File: src/rtl/dma_bus_arbiter_pkg.sv
// Shared types for the memory-port arbiter and the IO blocks that sit beside it.
package dma_bus_arbiter_pkg;

  localparam int unsigned AddrW = 16;
  localparam int unsigned DataW = 16;

  typedef enum logic [1:0] {
    StIdle,
    StPauseReq,
    StGrant,
    StRelease
  } arb_state_e;

  typedef enum logic {
    SelCpu,
    SelDma
  } mem_sel_e;

  // Counter width for values 0..v-1, never narrower than one bit.
  function automatic int unsigned clog2_min1(input int unsigned v);
    return (v <= 1) ? 1 : $clog2(v);
  endfunction

endpackage

File: src/rtl/dma_bus_arbiter_if.sv
// DMA master beat handshake; the master drives requests, the arbiter answers.
interface dma_bus_arbiter_if;
  import dma_bus_arbiter_pkg::*;

  logic             req;
  logic             write;
  logic [AddrW-1:0] addr;
  logic [DataW-1:0] wdata;
  logic             last;
  logic             gnt;
  logic             ack;
  logic [DataW-1:0] rdata;
  logic             rvalid;

  modport master (
    output req, write, addr, wdata, last,
    input  gnt, ack, rdata, rvalid
  );

  modport slave (
    input  req, write, addr, wdata, last,
    output gnt, ack, rdata, rvalid
  );

endinterface

File: src/rtl/dma_holdoff_counter.sv
// Counts completed CPU instructions after a DMA grant before another grant may start.
module dma_holdoff_counter
  import dma_bus_arbiter_pkg::*;
#(
  parameter int unsigned HOLDOFF = 4
) (
  input  logic i_clk,
  input  logic i_rst_n,
  input  logic i_load,
  input  logic i_dec,
  output logic o_zero
);

  localparam int unsigned     CntW    = clog2_min1(HOLDOFF + 1);
  localparam logic [CntW-1:0] LoadVal = CntW'(HOLDOFF);

  logic [CntW-1:0] r_count;

  // A load wins over a coincident decrement so the full window is always served.
  always_ff @(posedge i_clk or negedge i_rst_n) begin
    if (!i_rst_n) begin
      r_count <= '0;
    end else if (i_load) begin
      r_count <= LoadVal;
    end else if (i_dec && (r_count != '0)) begin
      r_count <= r_count - CntW'(1);
    end
  end

  assign o_zero = (r_count == '0);

endmodule

File: src/rtl/dma_bus_arbiter.sv
// Shares the memory port between the CPU and one DMA master: pause handshake,
// bounded burst grant, then a CPU hold-off window before the next grant.
module dma_bus_arbiter
  import dma_bus_arbiter_pkg::*;
#(
  parameter int unsigned MAX_BURST = 8,
  parameter int unsigned HOLDOFF   = 4
) (
  input  logic              i_CLOCK,
  input  logic              i_RESETN,
  dma_bus_arbiter_if.slave  dma,
  input  logic [AddrW-1:0]  i_CPU_RADDR,
  input  logic [AddrW-1:0]  i_CPU_WADDR,
  input  logic [DataW-1:0]  i_CPU_WDATA,
  input  logic              i_CPU_WRITE,
  input  logic              i_PAUSED,
  input  logic              i_INSTR_DONE,
  output logic              o_IOPAUSE,
  output logic [AddrW-1:0]  o_MEM_RADDR,
  output logic [AddrW-1:0]  o_MEM_WADDR,
  output logic [DataW-1:0]  o_MEM_WDATA,
  output logic              o_MEM_WRITE,
  input  logic [DataW-1:0]  i_MEM_RDATA
);

  localparam int unsigned       BurstW    = $clog2(MAX_BURST + 1);
  localparam logic [BurstW-1:0] MaxBurstC = BurstW'(MAX_BURST);

  arb_state_e        r_state;
  logic              r_iopause;
  logic              r_gnt;
  logic              r_rvalid;
  logic [BurstW-1:0] r_burst_cnt;

  logic              w_ack;
  logic              w_holdoff_zero;
  logic [BurstW-1:0] w_cnt_next;
  mem_sel_e          w_sel;

  assign w_ack      = r_gnt & dma.req;
  assign w_cnt_next = r_burst_cnt + BurstW'(1);
  assign w_sel      = (r_state == StGrant) ? SelDma : SelCpu;

  dma_holdoff_counter #(
    .HOLDOFF (HOLDOFF)
  ) u_holdoff (
    .i_clk   (i_CLOCK),
    .i_rst_n (i_RESETN),
    .i_load  (r_state == StRelease),
    .i_dec   (i_INSTR_DONE),
    .o_zero  (w_holdoff_zero)
  );

  always_ff @(posedge i_CLOCK or negedge i_RESETN) begin
    if (!i_RESETN) begin
      r_state     <= StIdle;
      r_iopause   <= 1'b0;
      r_gnt       <= 1'b0;
      r_rvalid    <= 1'b0;
      r_burst_cnt <= '0;
    end else begin
      // Memory read data arrives one cycle after the accepted read beat.
      r_rvalid <= w_ack & ~dma.write;
      case (r_state)
        StIdle: begin
          if (dma.req && w_holdoff_zero) begin
            r_state   <= StPauseReq;
            r_iopause <= 1'b1;
          end
        end
        StPauseReq: begin
          if (!dma.req) begin
            r_state   <= StIdle;
            r_iopause <= 1'b0;
          end else if (i_PAUSED) begin
            r_state <= StGrant;
            r_gnt   <= 1'b1;
          end
        end
        StGrant: begin
          if (!dma.req) begin
            r_state <= StRelease;
            r_gnt   <= 1'b0;
          end else begin
            r_burst_cnt <= w_cnt_next;
            if (dma.last || (w_cnt_next == MaxBurstC)) begin
              r_state <= StRelease;
              r_gnt   <= 1'b0;
            end
          end
        end
        StRelease: begin
          r_state     <= StIdle;
          r_iopause   <= 1'b0;
          r_burst_cnt <= '0;
        end
        default: begin
          r_state <= StIdle;
        end
      endcase
    end
  end

  assign o_IOPAUSE  = r_iopause;
  assign dma.gnt    = r_gnt;
  assign dma.ack    = w_ack;
  assign dma.rvalid = r_rvalid;
  assign dma.rdata  = r_rvalid ? i_MEM_RDATA : '0;

  // CPU writes are blocked entirely while the DMA master owns the port.
  always_comb begin
    o_MEM_RADDR = i_CPU_RADDR;
    o_MEM_WADDR = i_CPU_WADDR;
    o_MEM_WDATA = i_CPU_WDATA;
    o_MEM_WRITE = i_CPU_WRITE;
    if (w_sel == SelDma) begin
      o_MEM_RADDR = dma.addr;
      o_MEM_WADDR = dma.addr;
      o_MEM_WDATA = dma.wdata;
      o_MEM_WRITE = dma.write & w_ack;
    end
  end

endmodule

File: src/flat_wrapper.sv
// flat-port wrapper written by rule: the top's interface ports become plain ports
module dma_bus_arbiter_flat import dma_bus_arbiter_pkg::*;
#(
  parameter int unsigned MAX_BURST = 8,
  parameter int unsigned HOLDOFF   = 4
)
  (i_CLOCK, i_RESETN, i_CPU_RADDR, i_CPU_WADDR, i_CPU_WDATA, i_CPU_WRITE, i_PAUSED, i_INSTR_DONE, o_IOPAUSE, o_MEM_RADDR, o_MEM_WADDR, o_MEM_WDATA, o_MEM_WRITE, i_MEM_RDATA, dma_req, dma_write, dma_addr, dma_wdata, dma_last, dma_gnt, dma_ack, dma_rdata, dma_rvalid);
  dma_bus_arbiter_if dma_i ();
  input  logic i_CLOCK;
  input  logic i_RESETN;
  input  logic [AddrW-1:0] i_CPU_RADDR;
  input  logic [AddrW-1:0] i_CPU_WADDR;
  input  logic [DataW-1:0] i_CPU_WDATA;
  input  logic i_CPU_WRITE;
  input  logic i_PAUSED;
  input  logic i_INSTR_DONE;
  output logic o_IOPAUSE;
  output logic [AddrW-1:0] o_MEM_RADDR;
  output logic [AddrW-1:0] o_MEM_WADDR;
  output logic [DataW-1:0] o_MEM_WDATA;
  output logic o_MEM_WRITE;
  input  logic [DataW-1:0] i_MEM_RDATA;
  input wire logic [$bits(dma_i.req)-1:0] dma_req;
  input wire logic [$bits(dma_i.write)-1:0] dma_write;
  input wire logic [$bits(dma_i.addr)-1:0] dma_addr;
  input wire logic [$bits(dma_i.wdata)-1:0] dma_wdata;
  input wire logic [$bits(dma_i.last)-1:0] dma_last;
  output wire logic [$bits(dma_i.gnt)-1:0] dma_gnt;
  output wire logic [$bits(dma_i.ack)-1:0] dma_ack;
  output wire logic [$bits(dma_i.rdata)-1:0] dma_rdata;
  output wire logic [$bits(dma_i.rvalid)-1:0] dma_rvalid;
  assign dma_i.req = dma_req;
  assign dma_i.write = dma_write;
  assign dma_i.addr = dma_addr;
  assign dma_i.wdata = dma_wdata;
  assign dma_i.last = dma_last;
  assign dma_gnt = dma_i.gnt;
  assign dma_ack = dma_i.ack;
  assign dma_rdata = dma_i.rdata;
  assign dma_rvalid = dma_i.rvalid;
  dma_bus_arbiter #(.MAX_BURST(MAX_BURST), .HOLDOFF(HOLDOFF)) u_core (.i_CLOCK(i_CLOCK), .i_RESETN(i_RESETN), .dma(dma_i), .i_CPU_RADDR(i_CPU_RADDR), .i_CPU_WADDR(i_CPU_WADDR), .i_CPU_WDATA(i_CPU_WDATA), .i_CPU_WRITE(i_CPU_WRITE), .i_PAUSED(i_PAUSED), .i_INSTR_DONE(i_INSTR_DONE), .o_IOPAUSE(o_IOPAUSE), .o_MEM_RADDR(o_MEM_RADDR), .o_MEM_WADDR(o_MEM_WADDR), .o_MEM_WDATA(o_MEM_WDATA), .o_MEM_WRITE(o_MEM_WRITE), .i_MEM_RDATA(i_MEM_RDATA));
endmodule
File: config.mk
export PLATFORM = sky130hd
export DESIGN_NAME = dma_bus_arbiter_flat
export DESIGN_NICKNAME = d
export VERILOG_FILES = /design/src/rtl/dma_bus_arbiter_pkg.sv /design/src/rtl/dma_bus_arbiter_if.sv /design/src/rtl/dma_holdoff_counter.sv /design/src/rtl/dma_bus_arbiter.sv /design/src/flat_wrapper.sv
export SDC_FILE = /design/constraint.sdc
export NUM_CORES = 1
export LEC_CHECK = 0
export CAP_MARGIN = 20
export CORE_MARGIN = 1
export CORE_UTILIZATION = 27
export DETAILED_ROUTE_END_ITERATION = 8
export GPL_TIMING_DRIVEN = 0
export PLACE_DENSITY_LB_ADDON = 0.3
export SYNTH_ARGS = -nofsm -noshare
export SYNTH_HDL_FRONTEND = slang
export SYNTH_SLANG_ARGS = --single-unit
export TNS_END_PERCENT = 20
File: constraint.sdc
create_clock -name i_CLOCK -period 1.66 [get_ports i_CLOCK]
set_clock_uncertainty 0.1 [all_clocks]
set_input_delay 0.332 -clock i_CLOCK [delete_from_list [all_inputs] [get_ports i_CLOCK]]
set_output_delay 0.332 -clock i_CLOCK [all_outputs]
set_load 0.005 [all_outputs]
# After elaboration in Yosys (flattened, before gate mapping)
# Index checks and enable logic that the tools add are counted.
[totals]
regBits = 12
latch_bits = 0
ramBits = 0
romBits = 0
inputBits = 104
out_inout_bits = 69
elab_cells = 61
memories = 0
[op_classes]
addsub = 2
mul = 0
div_mod_pow = 0
magnitude_cmp = 0
n_eq_ne = 11
n_shift = 0
mux = 24
bitwise_logic = 4
reduce_logical = 14
[ops]
columns = ["cell", "count"]
rows = [
  ["2-to-1 mux 16 bit", 4],
  ["2-to-1 mux 2 bit", 5],
  ["2-to-1 mux 1 bit", 8],
  ["!= test 2 bit, second input constant", 4],
  ["case mux 2 bit (4 select lines)", 1],
  ["case mux 4 bit (2 select lines)", 1],
  ["2-to-1 mux 3 bit", 2],
  ["!= test 3 bit, second input constant", 2],
  ["AND reduction 3 bit", 2],
  ["nonzero test 2 bit", 3],
  ["nonzero test 3 bit", 2],
  ["adder 4 x 1 -> 4 bit, second input constant", 1],
  ["== test 2 bit, second input constant", 2],
  ["== test 4 bit, second input constant", 1],
  ["2-to-1 mux 4 bit", 1],
  ["AND reduction 4 bit", 1],
  ["AND 1 bit", 3],
  ["zero test 3 bit", 1],
  ["case mux 1 bit (3 select lines)", 1],
  ["subtractor 3 x 1 -> 3 bit, second input constant", 1],
  ["== test 2 x 1 -> 1 bit, second input constant", 1],
  ["logical AND 1 bit", 2],
  ["zero test 2 bit", 1],
  ["!= test 2 x 1 -> 1 bit, second input constant", 1],
  ["4 further kinds", 4],
]

# Depth between registers and ports, before layout
# Gate-level depths: netlist (run 1).
[logic_depth]
word_depth = 6
depth_mapped = 6
ltp_nobuf = 5

# Modules after synthesis
# A second synthesis (run 1) with hierarchy kept.
[unflattened]
cells_unflattened = 228
hier_area_um2 = 1357.6
[by_module_without_submodules]
columns = ["module", "instances", "cells_per_inst", "area_each_um2", "seq_area_each_um2"]
rows = [
  ["dma_bus_arbiter", 1, 211, 1173.6, 225.2],
  ["dma_holdoff_counter", 1, 17, 183.9, 75.1],
]

# Least setup slack after synthesis (run 1)
# OpenSTA, ideal clock, no wires.
[synth_timing]
kind = "reg-to-output"
startpoint = "reg u_core.r_state[0]"
endpoint = "out o_MEM_RADDR[0]"
arrival_time_ps = 1011
required_ps = 1228
slack_ps = 217
stages_incl_launch_ff = 7
cell_sequence = "dfrtp_1 -> buf_6 -> nand2b_1 -> buf_6 -> buf_6 -> nand2_1 -> nand2_1"
[synth_via]
elab_chain_len = 3
[synth_rtl]
columns = ["element", "line", "rtl"]
rows = [
  ["start: declaration", "dma_bus_arbiter.sv:29", "arb_state_e r_state;"],
  ["start signal: assignment", "dma_bus_arbiter.sv:56", "r_state <= StIdle;"],
  ["start signal: assignment", "dma_bus_arbiter.sv:67", "r_state <= StPauseReq;"],
  ["start signal: assignment", "dma_bus_arbiter.sv:73", "r_state <= StIdle;"],
  ["== test 2 bit", "dma_bus_arbiter.sv:42", "assign w_sel = (r_state == StGrant) ? SelDma : SelCpu;"],
  ["2-to-1 mux 1 bit", "dma_bus_arbiter.sv:42", ""],
  ["2-to-1 mux 16 bit", "dma_bus_arbiter.sv:116", "if (w_sel == SelDma) begin"],
  ["end: declaration", "flat_wrapper.sv:18", "output logic [AddrW-1:0] o_MEM_RADDR;"],
]
# Every way passes these cells.

# Final worst setup path (run 1)
[layout_timing]
startpoint = "reg u_core.r_state[0]"
endpoint = "out o_MEM_WADDR[6]"
[layout_via]
elab_chain_len = 3
[layout_rtl]
columns = ["element", "line", "rtl"]
rows = [
  ["== test 2 bit", "dma_bus_arbiter.sv:42", ""],
  ["2-to-1 mux 1 bit", "dma_bus_arbiter.sv:42", ""],
  ["2-to-1 mux 16 bit", "dma_bus_arbiter.sv:116", ""],
  ["end: declaration", "flat_wrapper.sv:19", "output logic [AddrW-1:0] o_MEM_WADDR;"],
]
# Every way passes these cells.

==> run metrics, run 1 <==
Synth Area in XOR/XNOR 0; P_int 2.69 mW; Yosys warnings 0; Hold WS 355 ps; GP Congestion 0.802; post-synthesis adder-cell area fraction 0.0268; simple-gate share of the synthesized area 0.543; DR pass1 iterations 4; Syn Nets around 340; ANT cells 0; FP Rows 25; Synth Area in Compound Gates 0.103; Hold Fails Final Rpt 0; asr flop ratio synth 1.00; CTS tree built; PD cells 1230 mW/mm2; crit-path max FO 7; failing checks negative setup slack; Post-Place Worst Slack -698 ps; CTS root buf clkbuf_8; Fmax achieved 534 MHz; GRT overflow 0; IO buf count between 150 and 200; Final Max Tran Viols 0; via count 2297; worst-path cell chain and2b_1 > buf_6 > buf_6 > buf_6 > nand2_4 > nand2_1 > buf_2; setup slack after layout -213 ps; clock sink count 12; Max Buffers Root-to-Sink 2; CTS H-tree depth 1; DRC Markers 0; synthesized instance count 230; initial antenna violation count 0; post-synth cell types 34; Final #Nets about 540; EDFF count, synth 0; switching power between 1.5 and 2 mW; final antenna-violating net count 0; proportion of layout cells with a drive suffix above 1 0.362; Setup Viol. Count Final between 40 and 50; largest net degree at the start of global routing 13; post-synthesis register bit count 12; Max stage delay on crit path 380 ps; most frequent cells after synthesis nand2_1 (133), and2_1 (18), dfrtp_1 (12), inv_1 (8), buf_6 (7); Max Cap Viol 0; Pwr Total 4.50 mW; unrepaired setup endpoints after global routing yes; synth-to-layout area growth 161%; Die Y 74.0 um; sequential area share after synthesis 0.214; Clock power frac 0.070; syn_area_per_cell 6.09 um2; leading area contributor after synthesis nand2_1; Comb power frac 0.816; CP arrival 1440 ps; top-area cell type share of the netlist area 0.356; Pleak 1.90 nW; Slew @ Worst Pin roughly 560 ps; vias in the first global route 2087; CTS Buf Count 3; CTS clk-pin slew, worst paths 50 ps; Hold Path Class in2async; mux contribution to synthesized area 0.00804; Post-Route WL 7550 um; cts hold-fix bufs 0; first-pass GRT wire length 10000 um; initial core utilization 0.289; TNS Setup -8240 ps; relative slew slack 0.628; Die ar. 0.00548 mm2; outcome finished, violations left; Period minus WS final 1870 ps; HPWL after DPL 5240 um; Critical Path Slowest Stage Cell dfrtp_1; Worst setup SP type flop; largest family of logic cells by synthesized area simple AND/OR/NAND/NOR gates; mapped cell area 0.00140 mm2; Vias per Instance between 4 and 5; clk_lat worst skew 240 ps; Sw Share 0.403; Layout Utilization 0.754; Core Box Area 0.00485 mm2; most frequent cell on the critical path buf_6; Routed WL per cell 15.0 um; Top FF cell, synth dfrtp_1; VDD IR max 0.784 mV; Worst Path Required 1230 ps; Die X approximately 74 um; Setup Crit Path Kind reg2out; period utilization 1.13; most common cell in the netlist nand2_1; Reg power frac 0.114; io pins 173; synth top area cells nand2_1 (36%), dfrtp_1 (21%), and2_1 (8.0%); Setup crit end kind output pin; Detailed Route Iter0 Violations 58; total track usage 0.239
-- cell families (layout without fill, tap and decap cells) --
logic type	Yosys count	count (layout)
AND/OR/NAND/NOR	171	171
buffers and inverters	22	228
flip-flops	12	12
multiplexers	1	1
adder cells (fa/ha/maj)	3	3
AO/OA/AOI/OAI	21	21
-- layout by cell type (no fill, tap or decap), types with 2 or more instances in the layout --
master | Yosys | routed
clkbuf_8 | 0 | 5
inv_1 | 8 | 8
buf_6 | 7 | 29
dlygate4sd2_1 | 0 | 11
clkbuf_2 | 0 | 2
buf_4 | 2 | 12
o21a_1 | 2 | 2
nand2_2 | 0 | 45
o22ai_1 | 3 | 3
nand2_4 | 0 | 8
nor3b_1 | 2 | 2
nand2_1 | 133 | 80
and2_1 | 18 | 17
nand2b_1 | 4 | 3
clkdlybuf4s50_1 | 0 | 104
o21ai_0 | 6 | 5
ha_1 | 3 | 3
nand3_1 | 2 | 2
a21oi_1 | 3 | 3
buf_8 | 0 | 5
dfrtp_1 | 12 | 12
buf_2 | 4 | 40
buf_16 | 0 | 4
clkdlybuf4s15_1 | 0 | 7
nor2b_1 | 3 | 3
-- power by group through the flow --
stage	clock network (mW)	logic, mW	registers [mW]
5_1_grt	0.330	3.97	0.526
4_1_cts	0.321	3.32	0.506
2_1_floorplan	0	1.33	0.493
6_report	0.315	3.68	0.512
3_3_place_gp	0	2.79	0.509
3_5_place_dp	0	2.84	0.513
-- flip-flops by register name, indices dropped and copies added (netlist names), named ones only --
register,count
u_core.dma.gnt,1
u_core.dma.rvalid,1
u_core.r_state,1
u_core.r_burst_cnt,4
u_core.o_IOPAUSE,1
u_core.u_holdoff.r_count,3
-- critical path: cells and delay by family, from the launching register on --
| family | cells | cell delay (ps) |
|---|---|---|
| buffers and inverters | 4 | 500 |
| DFF | 1 | 380 |
| and+or+nand+nor | 3 | 320 |
-- metal layers --
metal | wire length, um | up-vias | global-route usage
met5 | 0 | - | 0
met4 | 132 | 0 | 0.0620
met3 | 572 | 16 | 0.0528
met2 | 4080 | 89 | 0.448
met1 | 2760 | 1055 | 0.272
li1 | - | 1137 | -
-- area by class of cell --
type,instances,area [um2]
Timing Repair Buffer,203,1880
Fill cell,355,1190
Multi-Input combinational cell,196,1140
Sequential cell,12,300
Buffer,13,164
Tap cell,67,83.8
Clock buffer,4,55.1
Inverter,8,30.0
-- metrics by stage --
| step | cell area (um2) | std cells |
|---|---|---|
| after floorplan | 1400 | 230 |
| after global placement | 3210 | 469 |
| after detailed placement | 3210 | 469 |
| after CTS | 3470 | 499 |
| after global routing | 3650 | 503 |
| final | 3650 | 503 |
-- final timing paths --
| check | startpoint | end | slack, ps | cells past startpoint |
|---|---|---|---|---|
| setup / recovery | u_core.r_state[0] | o_MEM_WADDR[6] | -210 | 7 |
| hold / removal | i_RESETN | u_core.o_IOPAUSE | 360 | 1 |
| setup reg to reg | u_core.r_state[0] | u_core.r_state[0] | 130 | 6 |
| hold reg to reg | u_core.o_IOPAUSE | u_core.o_IOPAUSE | 450 | 2 |
| max in group asynchronous | i_RESETN | u_core.u_holdoff.r_count[2] | 740 | 1 |
| min in group i_CLOCK | u_core.o_IOPAUSE | u_core.o_IOPAUSE | 450 | 2 |
-- timing repair --
action | 4_1_cts | 5_1_grt
setup endpoints to repair | 66 | 56
resized for setup | 274 | 57
setup buffers | 20 | 5
pin swaps | 53 | 32
gates cloned | 6 | 0
No activity file was read; power rests on OpenSTA's default activity.
==> run 2: changes to the inputs <==
CTS_BUF_LIST = sky130_fd_sc_hd__clkbuf_4 sky130_fd_sc_hd__clkbuf_8 sky130_fd_sc_hd__clkbuf_16   (was unset)
GPL_ROUTABILITY_DRIVEN = 0   (was unset)
==> results of run 2 <==
No change in the layout: final DEF, timing and power equal those of run 1.
